===== src/rtl/egress_port_arbiter_if.sv =====
// egress_port_arbiter_if: ingress-queue and egress-FIFO signals of one egress port.
// master = arbiter side, slave = queue/FIFO side.
`timescale 1ns/1ps
interface egress_port_arbiter_if #(
  parameter int unsigned NUM_IN = 4
);
  logic [NUM_IN-1:0]   req;
  logic [8*NUM_IN-1:0] in_data;
  logic [NUM_IN-1:0]   in_last;
  logic [NUM_IN-1:0]   in_empty;
  logic [NUM_IN-1:0]   pop;
  logic                out_full;
  logic [7:0]          out_data;
  logic                out_wr;
  logic                out_done;
  logic [NUM_IN-1:0]   grant;
  logic                busy;

  modport master (
    input  req, in_data, in_last, in_empty, out_full,
    output pop, out_data, out_wr, out_done, grant, busy
  );

  modport slave (
    output req, in_data, in_last, in_empty, out_full,
    input  pop, out_data, out_wr, out_done, grant, busy
  );
endinterface


===== src/rtl/egress_port_arbiter.sv =====
// egress_port_arbiter: frame-granular round-robin arbiter for one egress port.
// Define ARB_TIMEOUT_EN to enable the starvation timeout (runt byte + release).
`timescale 1ns/1ps
module egress_port_arbiter #(
  parameter int unsigned NUM_IN     = 4,
  parameter int unsigned IFG_CYCLES = 2,
  parameter int unsigned TIMEOUT    = 255
) (
  input  logic                  clk,
  input  logic                  reset,
  egress_port_arbiter_if.master bus
);
  localparam int unsigned PTR_W = $clog2(NUM_IN);
  localparam int unsigned IDX_W = PTR_W + 1;
  localparam int unsigned GAP_W = (IFG_CYCLES > 1) ? $clog2(IFG_CYCLES) : 1;

  if (NUM_IN < 2 || NUM_IN > 8 || TIMEOUT == 0) begin : g_cfg_check
    $error("egress_port_arbiter: NUM_IN must be 2..8 and TIMEOUT nonzero");
  end

  typedef enum logic [1:0] {IDLE, XFER, GAP} state_t;

  state_t            r_state, w_state_nxt;
  logic [NUM_IN-1:0] r_grant, w_grant_nxt;
  logic [PTR_W-1:0]  r_rr_ptr, w_rr_ptr_nxt;
  logic [PTR_W-1:0]  r_owner, w_owner_nxt;
  logic [GAP_W-1:0]  r_gap_cnt, w_gap_cnt_nxt;
  logic [7:0]        r_out_data, w_out_data_nxt;
  logic              r_out_wr, w_out_wr_nxt;
  logic              r_out_done, w_out_done_nxt;

  logic [NUM_IN-1:0] w_pop;
  logic              w_pop_any;
  logic              w_timeout;
  logic [7:0]        w_head;
  logic              w_head_last;
  logic              w_found;
  logic [PTR_W-1:0]  w_sel;
  logic [IDX_W-1:0]  w_idx;

  // Pop is gated by reset so an aborted frame loses no extra byte.
  assign w_pop       = (r_state == XFER && !reset && !bus.out_full) ? (r_grant & ~bus.in_empty) : '0;
  assign w_pop_any   = |w_pop;
  assign w_head      = bus.in_data[8*r_owner +: 8];
  assign w_head_last = bus.in_last[r_owner];

  // Round-robin scan starting at r_rr_ptr.
  always_comb begin
    w_found = 1'b0;
    w_sel   = '0;
    w_idx   = '0;
    for (int unsigned k = 0; k < NUM_IN; k++) begin
      w_idx = {1'b0, r_rr_ptr} + IDX_W'(k);
      if (w_idx >= IDX_W'(NUM_IN)) begin
        w_idx = w_idx - IDX_W'(NUM_IN);
      end
      if (!w_found && bus.req[w_idx[PTR_W-1:0]]) begin
        w_found = 1'b1;
        w_sel   = w_idx[PTR_W-1:0];
      end
    end
  end

`ifdef ARB_TIMEOUT_EN
  localparam int unsigned TO_W = $clog2(TIMEOUT + 1);
  logic [TO_W-1:0] r_to_cnt;
  logic            w_to_wait;

  assign w_to_wait = (r_state == XFER) && bus.in_empty[r_owner] && !bus.out_full;
  assign w_timeout = w_to_wait && (r_to_cnt == TO_W'(TIMEOUT - 1));

  // Starvation counter: cleared by pops, frozen by out_full.
  always_ff @(posedge clk) begin
    if (reset || r_state != XFER || w_pop_any) begin
      r_to_cnt <= '0;
    end else if (w_to_wait) begin
      r_to_cnt <= r_to_cnt + 1'b1;
    end
  end
`else
  assign w_timeout = 1'b0;
`endif

  // Next-state and registered-output logic.
  always_comb begin
    w_state_nxt    = r_state;
    w_grant_nxt    = r_grant;
    w_rr_ptr_nxt   = r_rr_ptr;
    w_owner_nxt    = r_owner;
    w_gap_cnt_nxt  = r_gap_cnt;
    w_out_data_nxt = r_out_data;
    w_out_wr_nxt   = 1'b0;
    w_out_done_nxt = 1'b0;
    unique case (r_state)
      IDLE: begin
        if (w_found) begin
          w_grant_nxt        = '0;
          w_grant_nxt[w_sel] = 1'b1;
          w_owner_nxt        = w_sel;
          w_state_nxt        = XFER;
        end
      end
      XFER: begin
        if (w_pop_any || w_timeout) begin
          w_out_wr_nxt   = 1'b1;
          w_out_data_nxt = w_pop_any ? w_head : 8'h00;
          w_out_done_nxt = w_pop_any ? w_head_last : 1'b1;
          if (!w_pop_any || w_head_last) begin
            w_grant_nxt   = '0;
            w_rr_ptr_nxt  = (r_owner == PTR_W'(NUM_IN - 1)) ? '0 : r_owner + 1'b1;
            w_gap_cnt_nxt = '0;
            w_state_nxt   = (IFG_CYCLES == 0) ? IDLE : GAP;
          end
        end
      end
      GAP: begin
        if (r_gap_cnt == GAP_W'(IFG_CYCLES - 1)) begin
          w_state_nxt = IDLE;
        end else begin
          w_gap_cnt_nxt = r_gap_cnt + 1'b1;
        end
      end
      default: w_state_nxt = IDLE;
    endcase
  end

  // State and output registers.
  always_ff @(posedge clk) begin
    if (reset) begin
      r_state    <= IDLE;
      r_grant    <= '0;
      r_rr_ptr   <= '0;
      r_owner    <= '0;
      r_gap_cnt  <= '0;
      r_out_data <= '0;
      r_out_wr   <= 1'b0;
      r_out_done <= 1'b0;
    end else begin
      r_state    <= w_state_nxt;
      r_grant    <= w_grant_nxt;
      r_rr_ptr   <= w_rr_ptr_nxt;
      r_owner    <= w_owner_nxt;
      r_gap_cnt  <= w_gap_cnt_nxt;
      r_out_data <= w_out_data_nxt;
      r_out_wr   <= w_out_wr_nxt;
      r_out_done <= w_out_done_nxt;
    end
  end

  assign bus.pop      = w_pop;
  assign bus.grant    = r_grant;
  assign bus.busy     = (r_state != IDLE);
  assign bus.out_data = r_out_data;
  assign bus.out_wr   = r_out_wr;
  assign bus.out_done = r_out_done;
endmodule


===== src/flat_wrapper.sv =====
// flat-port wrapper written by rule: the top's interface ports become plain ports
module egress_port_arbiter_flat 
#(
  parameter int unsigned NUM_IN     = 4,
  parameter int unsigned IFG_CYCLES = 2,
  parameter int unsigned TIMEOUT    = 255
)
  (clk, reset, bus_req, bus_in_data, bus_in_last, bus_in_empty, bus_out_full, bus_pop, bus_out_data, bus_out_wr, bus_out_done, bus_grant, bus_busy);
  egress_port_arbiter_if #(.NUM_IN(NUM_IN)) bus_i ();
  input  logic clk;
  input  logic reset;
  input wire logic [$bits(bus_i.req)-1:0] bus_req;
  input wire logic [$bits(bus_i.in_data)-1:0] bus_in_data;
  input wire logic [$bits(bus_i.in_last)-1:0] bus_in_last;
  input wire logic [$bits(bus_i.in_empty)-1:0] bus_in_empty;
  input wire logic [$bits(bus_i.out_full)-1:0] bus_out_full;
  output wire logic [$bits(bus_i.pop)-1:0] bus_pop;
  output wire logic [$bits(bus_i.out_data)-1:0] bus_out_data;
  output wire logic [$bits(bus_i.out_wr)-1:0] bus_out_wr;
  output wire logic [$bits(bus_i.out_done)-1:0] bus_out_done;
  output wire logic [$bits(bus_i.grant)-1:0] bus_grant;
  output wire logic [$bits(bus_i.busy)-1:0] bus_busy;
  assign bus_i.req = bus_req;
  assign bus_i.in_data = bus_in_data;
  assign bus_i.in_last = bus_in_last;
  assign bus_i.in_empty = bus_in_empty;
  assign bus_i.out_full = bus_out_full;
  assign bus_pop = bus_i.pop;
  assign bus_out_data = bus_i.out_data;
  assign bus_out_wr = bus_i.out_wr;
  assign bus_out_done = bus_i.out_done;
  assign bus_grant = bus_i.grant;
  assign bus_busy = bus_i.busy;
  egress_port_arbiter #(.NUM_IN(NUM_IN), .IFG_CYCLES(IFG_CYCLES), .TIMEOUT(TIMEOUT)) u_core (.clk(clk), .reset(reset), .bus(bus_i));
endmodule

===== config.mk =====
export PLATFORM = sky130hd
export DESIGN_NAME = egress_port_arbiter_flat
export DESIGN_NICKNAME = d
export VERILOG_FILES = /design/src/rtl/egress_port_arbiter_if.sv /design/src/rtl/egress_port_arbiter.sv /design/src/flat_wrapper.sv
export SDC_FILE = /design/constraint.sdc
export NUM_CORES = 1
export LEC_CHECK = 0
export BUFFER_PORTS_ARGS = -buffer_cell sky130_fd_sc_hd__clkbuf_2
export CAP_MARGIN = 30
export CORE_MARGIN = 5
export CORE_UTILIZATION = 35
export DETAILED_ROUTE_END_ITERATION = 16
export PLACE_DENSITY = 0.69
export SLEW_MARGIN = 20
export SYNTH_ARGS = -nofsm -noshare
export SYNTH_HDL_FRONTEND = slang
export SYNTH_SLANG_ARGS = --single-unit

===== constraint.sdc =====
create_clock -name clk -period 2.6 [get_ports clk]
set_input_delay 0.39 -clock clk [delete_from_list [all_inputs] [get_ports clk]]
set_output_delay 0.39 -clock clk [all_outputs]
set_load 0.01 [all_outputs]

* Word level (Yosys, flattened, before mapping)
Cells that the tools add are included.
Storage, ports and cells: bits in registers 21, bits of input ports 47, output and inout port bits 19, logic and storage cells 106
Cells by class: shift operators 1, add/sub/neg operators 9, equality and inequality tests 7, reductions and logical operators 26, muxes and demuxes 40, order comparisons 11, bitwise logic cells 4
Operators by type and width (number):
- 32-bit by 6-bit indexed part select with 8-bit output | 1
- 2-bit 2-to-1 mux | 13
- 2-bit by 3-bit less-than comparator with 1-bit output (second input constant) | 6
- 4-bit 2-to-1 mux | 4
- 1-bit 2-to-1 mux | 14
- 1-bit binary-select mux with 2-bit select | 5
- 3-bit >= comparator (second input constant) | 3
- 4-bit case mux with 2 select lines | 1
- 4-bit AND reduction | 2
- 2-bit by 1-bit subtractor with 2-bit output (second input constant) | 4
- 2-bit by 2-bit adder with 3-bit output (second input constant) | 2
- 1-bit logical AND | 6
- 1-bit logical NOT | 6
- 2-bit by 1-bit inequality test with 1-bit output (second input constant) | 3
- 2-bit case mux with 3 select lines | 1
- 3-bit AND reduction | 2
- 2-bit nonzero test | 3
- 4-bit bitwise AND | 1
- 2-bit == test (second input constant) | 2
- 4-bit NOT | 1
- 2-bit AND reduction | 2
- 4-bit OR reduction | 1
- 2-bit by 1-bit adder with 3-bit output (second input constant) | 1
- 2-bit by 3-bit >= comparator with 1-bit output (second input constant) | 1
- 12 further kinds | 13

* Logic depth before layout (Yosys ltp)
Gate-level depths: netlist of the first run.
word-level depth 20, mapped depth 10, mapped depth without buffers 8

* Worst setup path after synthesis of the first run
Ideal clock, no wire load.
path type register to register, start point reg u_core.r_state[1], end point reg u_core.r_state[0], slack 743 ps, period minus slack after synthesis 1857 ps, buffers on the path 1, stages on the path, launching flop included 10, required time 2528 ps, arrival 1785 ps, library setup time 72 ps, cells stage by stage dfxtp_1 inv_1 ha_1 or3b_4 a41o_1 buf_6 clkinv_4 a21o_4 o221a_4 mux2i_1
Between the ends: longest elaborated chain between the ends 9, elaborated cells on any way between the ends 15, those cells by class eq/ne (6); mux (2); reduce/logical (7)
RTL lines:
- start: declaration | RTL line egress_port_arbiter.sv:23 | state_t r_state, w_state_nxt;
- start signal: assignment | RTL line egress_port_arbiter.sv:139 | r_state <= w_state_nxt;
- 2-bit by 1-bit == test with 1-bit output | RTL line egress_port_arbiter.sv:42, egress_port_arbiter.sv:94
- 1-bit logical AND (2 in a row) | RTL line egress_port_arbiter.sv:42 | assign w_pop = (r_state == XFER && !reset && !bus.out_full) ? (r_grant & ~bus.in_empty) : '0;
- 4-bit 2-to-1 mux | RTL line egress_port_arbiter.sv:42
- 4-bit OR reduction | RTL line egress_port_arbiter.sv:43 | assign w_pop_any = |w_pop;
- 1-bit logical NOT | RTL line egress_port_arbiter.sv:108 | if (!w_pop_any || w_head_last) begin
- 1-bit logical OR | RTL line egress_port_arbiter.sv:108
- 2-bit inequality test (no source line)
- 4-bit AND reduction (no source line)
Parallel ways exist; a longest one is shown, timed or not. A chain may end at the register's enable or synchronous reset.

* Final worst setup path of the first run
start point reg u_core.r_state[1], end point reg u_core.r_grant[0] (netlist: u_core.bus.grant[0])
Between the ends: longest elaborated chain between the ends 9, elaborated cells on any way between the ends 14, those cells by class eq/ne (4); mux (2); reduce/logical (8)
RTL lines:
- 2-bit by 1-bit == test with 1-bit output | RTL line egress_port_arbiter.sv:42, egress_port_arbiter.sv:94
- 1-bit logical AND (2 in a row) | RTL line egress_port_arbiter.sv:42
- 4-bit 2-to-1 mux | RTL line egress_port_arbiter.sv:42
- 4-bit OR reduction | RTL line egress_port_arbiter.sv:43
- 1-bit logical NOT | RTL line egress_port_arbiter.sv:108
- 1-bit logical OR | RTL line egress_port_arbiter.sv:108
- 2-bit inequality test (no source line)
- 4-bit AND reduction (no source line)
- end signal: assignment | RTL line egress_port_arbiter.sv:140 | r_grant <= w_grant_nxt;
- end: declaration | RTL line egress_port_arbiter.sv:24 | logic [NUM_IN-1:0] r_grant, w_grant_nxt;
Parallel ways exist; a longest one is shown, timed or not.

==> flow_results.org, run 1 <==
** Status
- Status :: finished clean

** Clocking
- TritonCTS clock tree :: done
- Number of gates resized after cts :: 0
- The cell sitting at the root of the clock tree is a clkbuf_4.
- For the worst-skew pair, the clock arrives at the later sink with an insertion delay of around 0.30 ns.
- Post-CTS clock slew at the launch and capture registers of the worst setup and hold paths :: around 0.11 ns
- Number of buffers inserted during clock tree synthesis :: 3
- The clock drives 21 sinks.
- Clock H-tree levels :: 1
- Largest buffer count on any clock path :: 2
- Hold buffer count at cts :: 0
- Buffers inserted during post-CTS setup optimization :: 0

** Flow run
- Max-cap violations in this run came to 0.

** Route
- Overall via count from detail_route :: around 1100
- After detailed routing, the number of remaining DRC violations is 0.
- In this run, the number of DRC markers left after iteration 0 of detailed routing was 28.
- In the routed layout, each cell is associated on average with a via count of 4.76.
- Wires add up to 2.98 mm.
- The detail route stage leaves a number of antenna-violating nets equal to 0.
- Drt pass-1 iters :: 3
- Final routed wire length divided by cell count :: 12.6 um

** Finish
- Fin nets :: between 200 and 250
- Most frequent cells in the layout :: clkbuf_2, dfxtp_1, nand2_1
- Filler cells :: 364
- Leaving out fill and tap cells, the most frequent cell in the layout is clkbuf_2.
- The repair_antennas step left the layout with diodes totalling 0.
- Share of post-route cells with drive strength above 1 :: 0.455
- Excluding fillers, the count of instances in the completed layout stands at 237.
- The area growth from synthesis to layout is 31.6%.

** GRT
- Number of antenna violations at the first check in global routing :: 0
- Largest net degree at the start of global routing :: 20
- The first global-routing pass estimated between 5 and 6 mm of wire.
- Across every metal layer, demand over resource in global routing totals 0.126.
- Global-route congestion overflow total :: 0
- The number of global-route vias before repair was 1180.

** STA
- Fin worst setup slack :: 0.480 ns
- Highest attainable clock frequency :: 472 MHz
- Final number of max-transition violations :: 0
- After layout, the minimum clock period comes to 2.12 ns.
- Final setup viols :: 0
- In the finished design, the share of the clock period the worst path needs comes to 0.815.
- The number of hold violations in the final report was 0.
- RSZ-0062 raised after global routing :: false
- Slew at the pin closest to its max-slew limit :: roughly 0.46 ns
- Summed over all failing endpoints, the final setup total negative slack is 0 ns.
- Final Skew :: between 0.004 and 0.005 ns
- Slew Limit Headroom :: 0.692

** Floorplanning
- Width of the die :: 69.3 um
- Initial Utilization :: 0.365
- Std cell rows :: 21
- During I/O placement, the number of pins put on the boundary was 66.
- Die Area :: 4800 um2
- Die Y :: 69.3 um
- Area of the core :: 3360 um2

** Placed design
- Timing analysis after detailed placement gives a worst setup slack of 0.484 ns.
- Routability-driven placement finished with a final weighted congestion of ~0.76.
- Port bufs :: 65
- Placed Cells incl. Taps :: 233
- Once detailed placement completed, the half-perimeter wirelength came to 2.58 mm.

** Critical path
- The critical path is of the reg2reg type.
- STA classifies the critical path startpoint as a register.
- Max FO, Critical Path :: 12
- Required time of the critical path :: 2.85 ns
- Worst endpoint data arrival time :: 2.37 ns
- The worst setup path is captured at a register.

** Logic synthesis
- The synthesized design contains 21 register bits.
- Averaged over all synthesized cells, the footprint is about 10 um2.
- During synthesis, Yosys emitted a total of 0 warnings.
- When the netlist entered floorplanning its net count stood at 178.
- By area the synthesized netlist is led by dfxtp_1, mux4_2, nand2_1.
- Of the post-synthesis cell area, the dominant cell type holds 0.342.
- Distinct cell type count after synthesis :: 34
- Synth Instances :: 126
- Most area-hungry cell type in the Yosys netlist :: dfxtp_1
- The mapped netlist covers 1230 um2.
- Sequential area share after synthesis :: 0.342

** Power and ir drop
- Internal Power :: approximately 620 uW
- Portion of total power attributed to the clock network :: 0.161
- Summed over all nets, the switching power comes to 317 uW.
- VDD IR-drop max :: 299 uV
- Of the total power, the share spent switching nets is 0.337.
- Static Leak :: 0.000722 uW
- Share of total power in sequential cells :: 0.414
- Combinational fraction of design power :: 0.426
- Power per unit of standard cell area :: 582 nW/um2

** Worst hold path
- Tightest Hold Check Type :: reg2reg
state kept, by name, indices dropped and copies added, names as in the netlist:
name / flops
u_core.bus.grant: 4
u_core.bus.out_data: 8
u_core.bus.out_done: 1
u_core.bus.out_wr: 1
u_core.r_gap_cnt: 1
u_core.r_owner: 2
u_core.r_rr_ptr: 2
u_core.r_state: 2
power by group through the flow:
| stage | clock network, uW | registers, uW | logic [uW] |
|---|---|---|---|
| finish | 151 | 389 | 400 |
| global route | 168 | 397 | 446 |
| CTS | 158 | 389 | 407 |
| detailed placement | 0 | 397 | 405 |
| global placement | 0 | 396 | 406 |
| floorplan | 0 | 393 | 291 |
final cells by class:
| type | count | area, um2 | share of cell area |
|---|---|---|---|
| flip-flops and latches | 21 | 420 | 0.260 |
| well taps | 46 | 57.6 | 0.0356 |
| inverters | 8 | 35.0 | 0.0217 |
| multi-input cells | 91 | 737 | 0.456 |
| clock buffers | 4 | 26.3 | 0.0163 |
| repair buffers | 67 | 340 | 0.211 |
worst max-delay path, cell delays in order, from the launching register on:
cell	delay, ns
dfxtp_1	0.37
inv_1	0.08
ha_1	0.21
or3b_4	0.26
a41o_1	0.35
clkinv_4	0.18
a21o_4	0.25
a21oi_2	0.20
a22o_1	0.16
cells by family after synthesis:
group,after synthesis,synth area share
multiplexers,15,0.215
flip-flops,21,0.342
adder cells (fa/ha/maj),5,0.0509
AO/OA/AOI/OAI,28,0.167
buffers and inverters,14,0.0581
AND/OR/NAND/NOR,43,0.167
per-stage QoR:
| step | power [uW] | util | instance area, um2 | hold WS, ns |
|---|---|---|---|---|
| final | 941 | 0.481 | 1620 | 0.462 |
| after global routing | 1010 | 0.481 | 1620 | 0.486 |
| after CTS | 955 | 0.481 | 1620 | 0.467 |
| after detailed placement | 803 | 0.473 | 1590 | 0.451 |
| after global placement | 802 | 0.473 | 1590 | 0.451 |
| after floorplan | 684 | - | 1230 | 0.465 |
per-layer routing:
| layer | GRT usage | vias up | part of all wire |
|---|---|---|---|
| met1 | 0.134 | 525 | 0.40 |
| met2 | 0.242 | 17 | 0.55 |
| met5 | 0 | - | 0 |
| met4 | 0.0521 | 0 | 0.016 |
| li1 | - | 581 | - |
| met3 | 0.0217 | 4 | 0.027 |
synthesized netlist by cell type:
master,n
nor2_1,9
a41o_1,1
mux4_2,9
ha_1,5
nor2b_1,1
buf_2,2
buf_4,1
a21o_4,1
nand3_1,1
mux2i_1,5
and2_2,1
o21a_1,1
a221oi_1,1
dfxtp_1,21
inv_1,7
a22o_1,2
or4_1,1
mux2_2,1
or3b_4,1
nand2b_1,8
o22a_1,1
a21oi_2,1
o221a_4,1
o22ai_1,1
a21bo_2,1
o21ai_0,2
o2bb2ai_1,2
buf_6,1
clkbuf_1,2
a21oi_1,13
nand2_1,19
clkinv_4,1
nor3_1,1
nor3b_1,1
worst paths after layout:
check	startpoint	to	slack (ns)	depth (start not counted)
worst min-delay path	u_core.bus.out_data[7]	u_core.bus.out_data[7]	0.46	2
worst max-delay path	u_core.r_state[1]	u_core.bus.grant[0]	0.48	8
worst min register to register	u_core.bus.out_data[7]	u_core.bus.out_data[7]	0.46	2
worst max register to register	u_core.r_state[1]	u_core.bus.grant[0]	0.48	8
(Power assumes the default switching activity.)
==> run 2: changes to the inputs <==
PLACE_DENSITY = 0.72   (was 0.69)
clock period = 1.9 ns   (was 2.6 ns; I/O delays follow)
==> run 2 against run 1 <==
Compared with the run above: combinational power up 69%; power up 51%; die area unchanged; clock skew down 0.0010 ns; clock power up 46%; critical path depth up 1; highest routed layer unchanged.
==> flow_results.org, run 2 (synthesis gave the netlist of run 1 again) <==
** Floorplanning
- The number of standard-cell rows in the floorplan came to 21 (unchanged).
- Initial Utilization :: 0.365 (unchanged)
- Number of top-level pins :: 66 (unchanged)
- Width of the die :: 69.3 um (unchanged)
- The vertical extent of the die was 69.3 um (unchanged).
- The die area came to 4800 um2 (unchanged).
- The standard cell core area was 3360 um2 (unchanged).

** GRT
- The largest net degree at the start of global routing is 20 (unchanged).
- Wire length of the first global-routing pass :: 5.26 mm (+3.5%)
- The initial antenna violation count was 0 (unchanged).
- Global-route congestion overflow total :: 0 (unchanged)
- The total track usage came to 0.133 (+0.00628).
- Vias in the first global route :: 1107 (-6.2%)

** Critical path
- Slowest Stage Delay on Critical Path :: 0.39 ns (+0.02 ns)
- The endpoint required time on the critical path is 2.11 ns (-0.74 ns).
- Cells traversed along the worst timing path :: inv_2 -> ha_4 -> or3b_4 -> a41o_1 -> clkinv_4 -> buf_4 -> and2_2 -> mux2i_1 -> nor2_1
- For this design, the slowest cell found on the critical path is or3b_4.
- STA classifies the critical path startpoint as a register.
- Crit path kind :: reg2reg
- STA classifies the critical path endpoint as a register.
- Max FO, Critical Path :: 5 (-7)
- Worst endpoint data arrival time :: 2.07 ns (-0.30 ns)

** STA
- Setup repair after global routing could not meet its margin everywhere.
- Setup TNS after final layout :: 0 ns (unchanged)
- Number of hold violations in the final report :: 0 (unchanged)
- The relative slew slack was 0.727 (+0.0345).
- The slew at the pin closest to its max-slew limit was 0.410 ns (-0.0512 ns).
- Final Skew :: 0.00314 ns (-0.00100 ns)
- Final critical path time including I/O delays and setup :: 1.87 ns (-0.254 ns)
- The number of max-slew violations in the final report came to 0 (unchanged).
- Final setup viols :: 0 (unchanged)
- Highest attainable clock frequency :: 536 MHz (+14%)
- Period utilisation layout :: 0.982 (+0.166)

** Route
- Per-cell via count in the routed design :: 4.75 (about the same)
- The routed length per placed instance was 12.5 um (-0.72%).
- Overall via count from detail_route :: 1188 (+5.4%)
- Number of DRC violations after detailed-routing iteration 0 :: 46 (+64%)
- The total wire length was 3.12 mm (+4.7%).
- The total iterations of the first detailed-routing run came to 4 (+1).
- The number of design rule violations left after detail routing is 0 (unchanged).
- The number of antenna-violating nets in the routed design is 0 (unchanged).

** Finish
- The library cells used most frequently in the layout, excluding fill and tap cells, are clkbuf_2, dfxtp_1, nand2_1.
- Fin nets :: 257 (+5.3%)
- The number of fill cells in the layout was 347 (-4.7%).
- Area of the multi-input gates :: 753 um2 (+2.2%)
- The number of antenna repair diodes was 0 (unchanged).
- Leaving out fill and tap cells, the most frequent cell in the layout is clkbuf_2.
- Area taken by flip-flops and latches :: 422 um2 (+0.30%)
- Share of post-route cells with drive strength above 1 :: 0.515 (+0.0592)
- Compared with the post-synthesis result, the final layout area differs by 41.0%.
- The flip-flop count of the largest register after layout is 8 (unchanged).

** Clocking
- The number of buffers on the longest clock path is 2 (unchanged).
- The number of buffers inserted during clock tree synthesis was 3 (unchanged).
- The total clock sinks is 21 (unchanged).
- The worst-skew pair later-pin latency came to 0.31 ns (about the same).
- The clock-pin slew reported for the worst setup and hold paths after clock tree synthesis was 0.12 ns (about the same).
- TritonCTS clock tree :: done
- Hold buffer count at cts :: 0 (unchanged)
- Clock H-tree levels :: 1 (unchanged)
- Buffer cell driving the clock tree root :: clkbuf_4

** Placed design
- The placer's final routability congestion estimate is 0.756 (-0.72%).
- The detailed placement HPWL was 2.58 mm (+0.20%).
- Port bufs :: 65 (unchanged)

** Flow run
- The reported max-cap violation count was 0 (unchanged).

** Power and ir drop
- Power per unit of standard cell area :: 820 nW/um2 (+41%)
- Static Leak :: 0.000790 uW (+9.5%)
- Total Power :: 1420 uW (+51%)
- VDD IR-drop max :: 537 uV (+80%)

** Worst hold path
- Tightest Hold Check Type :: in2reg

** Status
- Status :: finished clean
## run 2: metrics by stage
step / utilization / cell area (um2) / setup WS (ns) / std cells / hold WS [ns]
CTS: 0.495 / 1670 / 0.0234 / 243 / 0.358
detailed placement: 0.486 / 1640 / 0.0379 / 239 / 0.447
floorplan: - / 1230 / 0.0433 / 126 / 0.465
global route: 0.515 / 1730 / -0.0721 / 250 / 0.366
global placement: 0.486 / 1640 / 0.0613 / 239 / 0.443
finish: 0.515 / 1730 / 0.0346 / 250 / 0.364
## run 2: area by class of cell
cell class / instances / share of cell area
Clock buffer: 3 / 0.0130
Clock inverter: 1 / 0.00289
Inverter: 8 / 0.0202
Multi-Input combinational cell: 91 / 0.435
Sequential cell: 21 / 0.243
Tap cell: 46 / 0.0332
Timing Repair Buffer: 80 / 0.253
## run 2: path summary, 6_finish.rpt
path / startpoint / endpoint / slack, ns / depth (start not counted)
setup / recovery: u_core.r_state[1] / u_core.r_rr_ptr[1] / 0.03 / 9
hold / removal: reset / u_core.r_gap_cnt / 0.36 / 3
setup reg to reg: u_core.r_state[1] / u_core.r_rr_ptr[1] / 0.03 / 9
hold reg to reg: u_core.bus.out_data[7] / u_core.bus.out_data[7] / 0.46 / 2
## run 2: where the power goes
group / internal, uW / switching, uW
registers: 489 / 36.9
clock network: 78.6 / 142
logic: 376 / 299
total: 944 / 478
## run 2: what timing repair did
action,in CTS,in global routing
endpoints found under the setup margin,2,8
setup buffers,0,7
pin swaps,0,1
gates resized for setup,2,3
## run 2: critical path: cells and delay by family, from the launching register on
family	cells	cell delay (ns)
AOI/OAI and AO/OA	1	0.26
adders and majority gates	1	0.13
buffers and inverters	3	0.25
DFF	1	0.35
muxes	1	0.18
and+or+nand+nor	3	0.59
## run 2: routing by layer
layer  share of wire  global-route usage  vias up
met5               0                   0        -
met4           0.012              0.0456        0
met3           0.044              0.0348        4
met2            0.52               0.221       28
met1            0.43               0.165      551
li1                -                   -      605
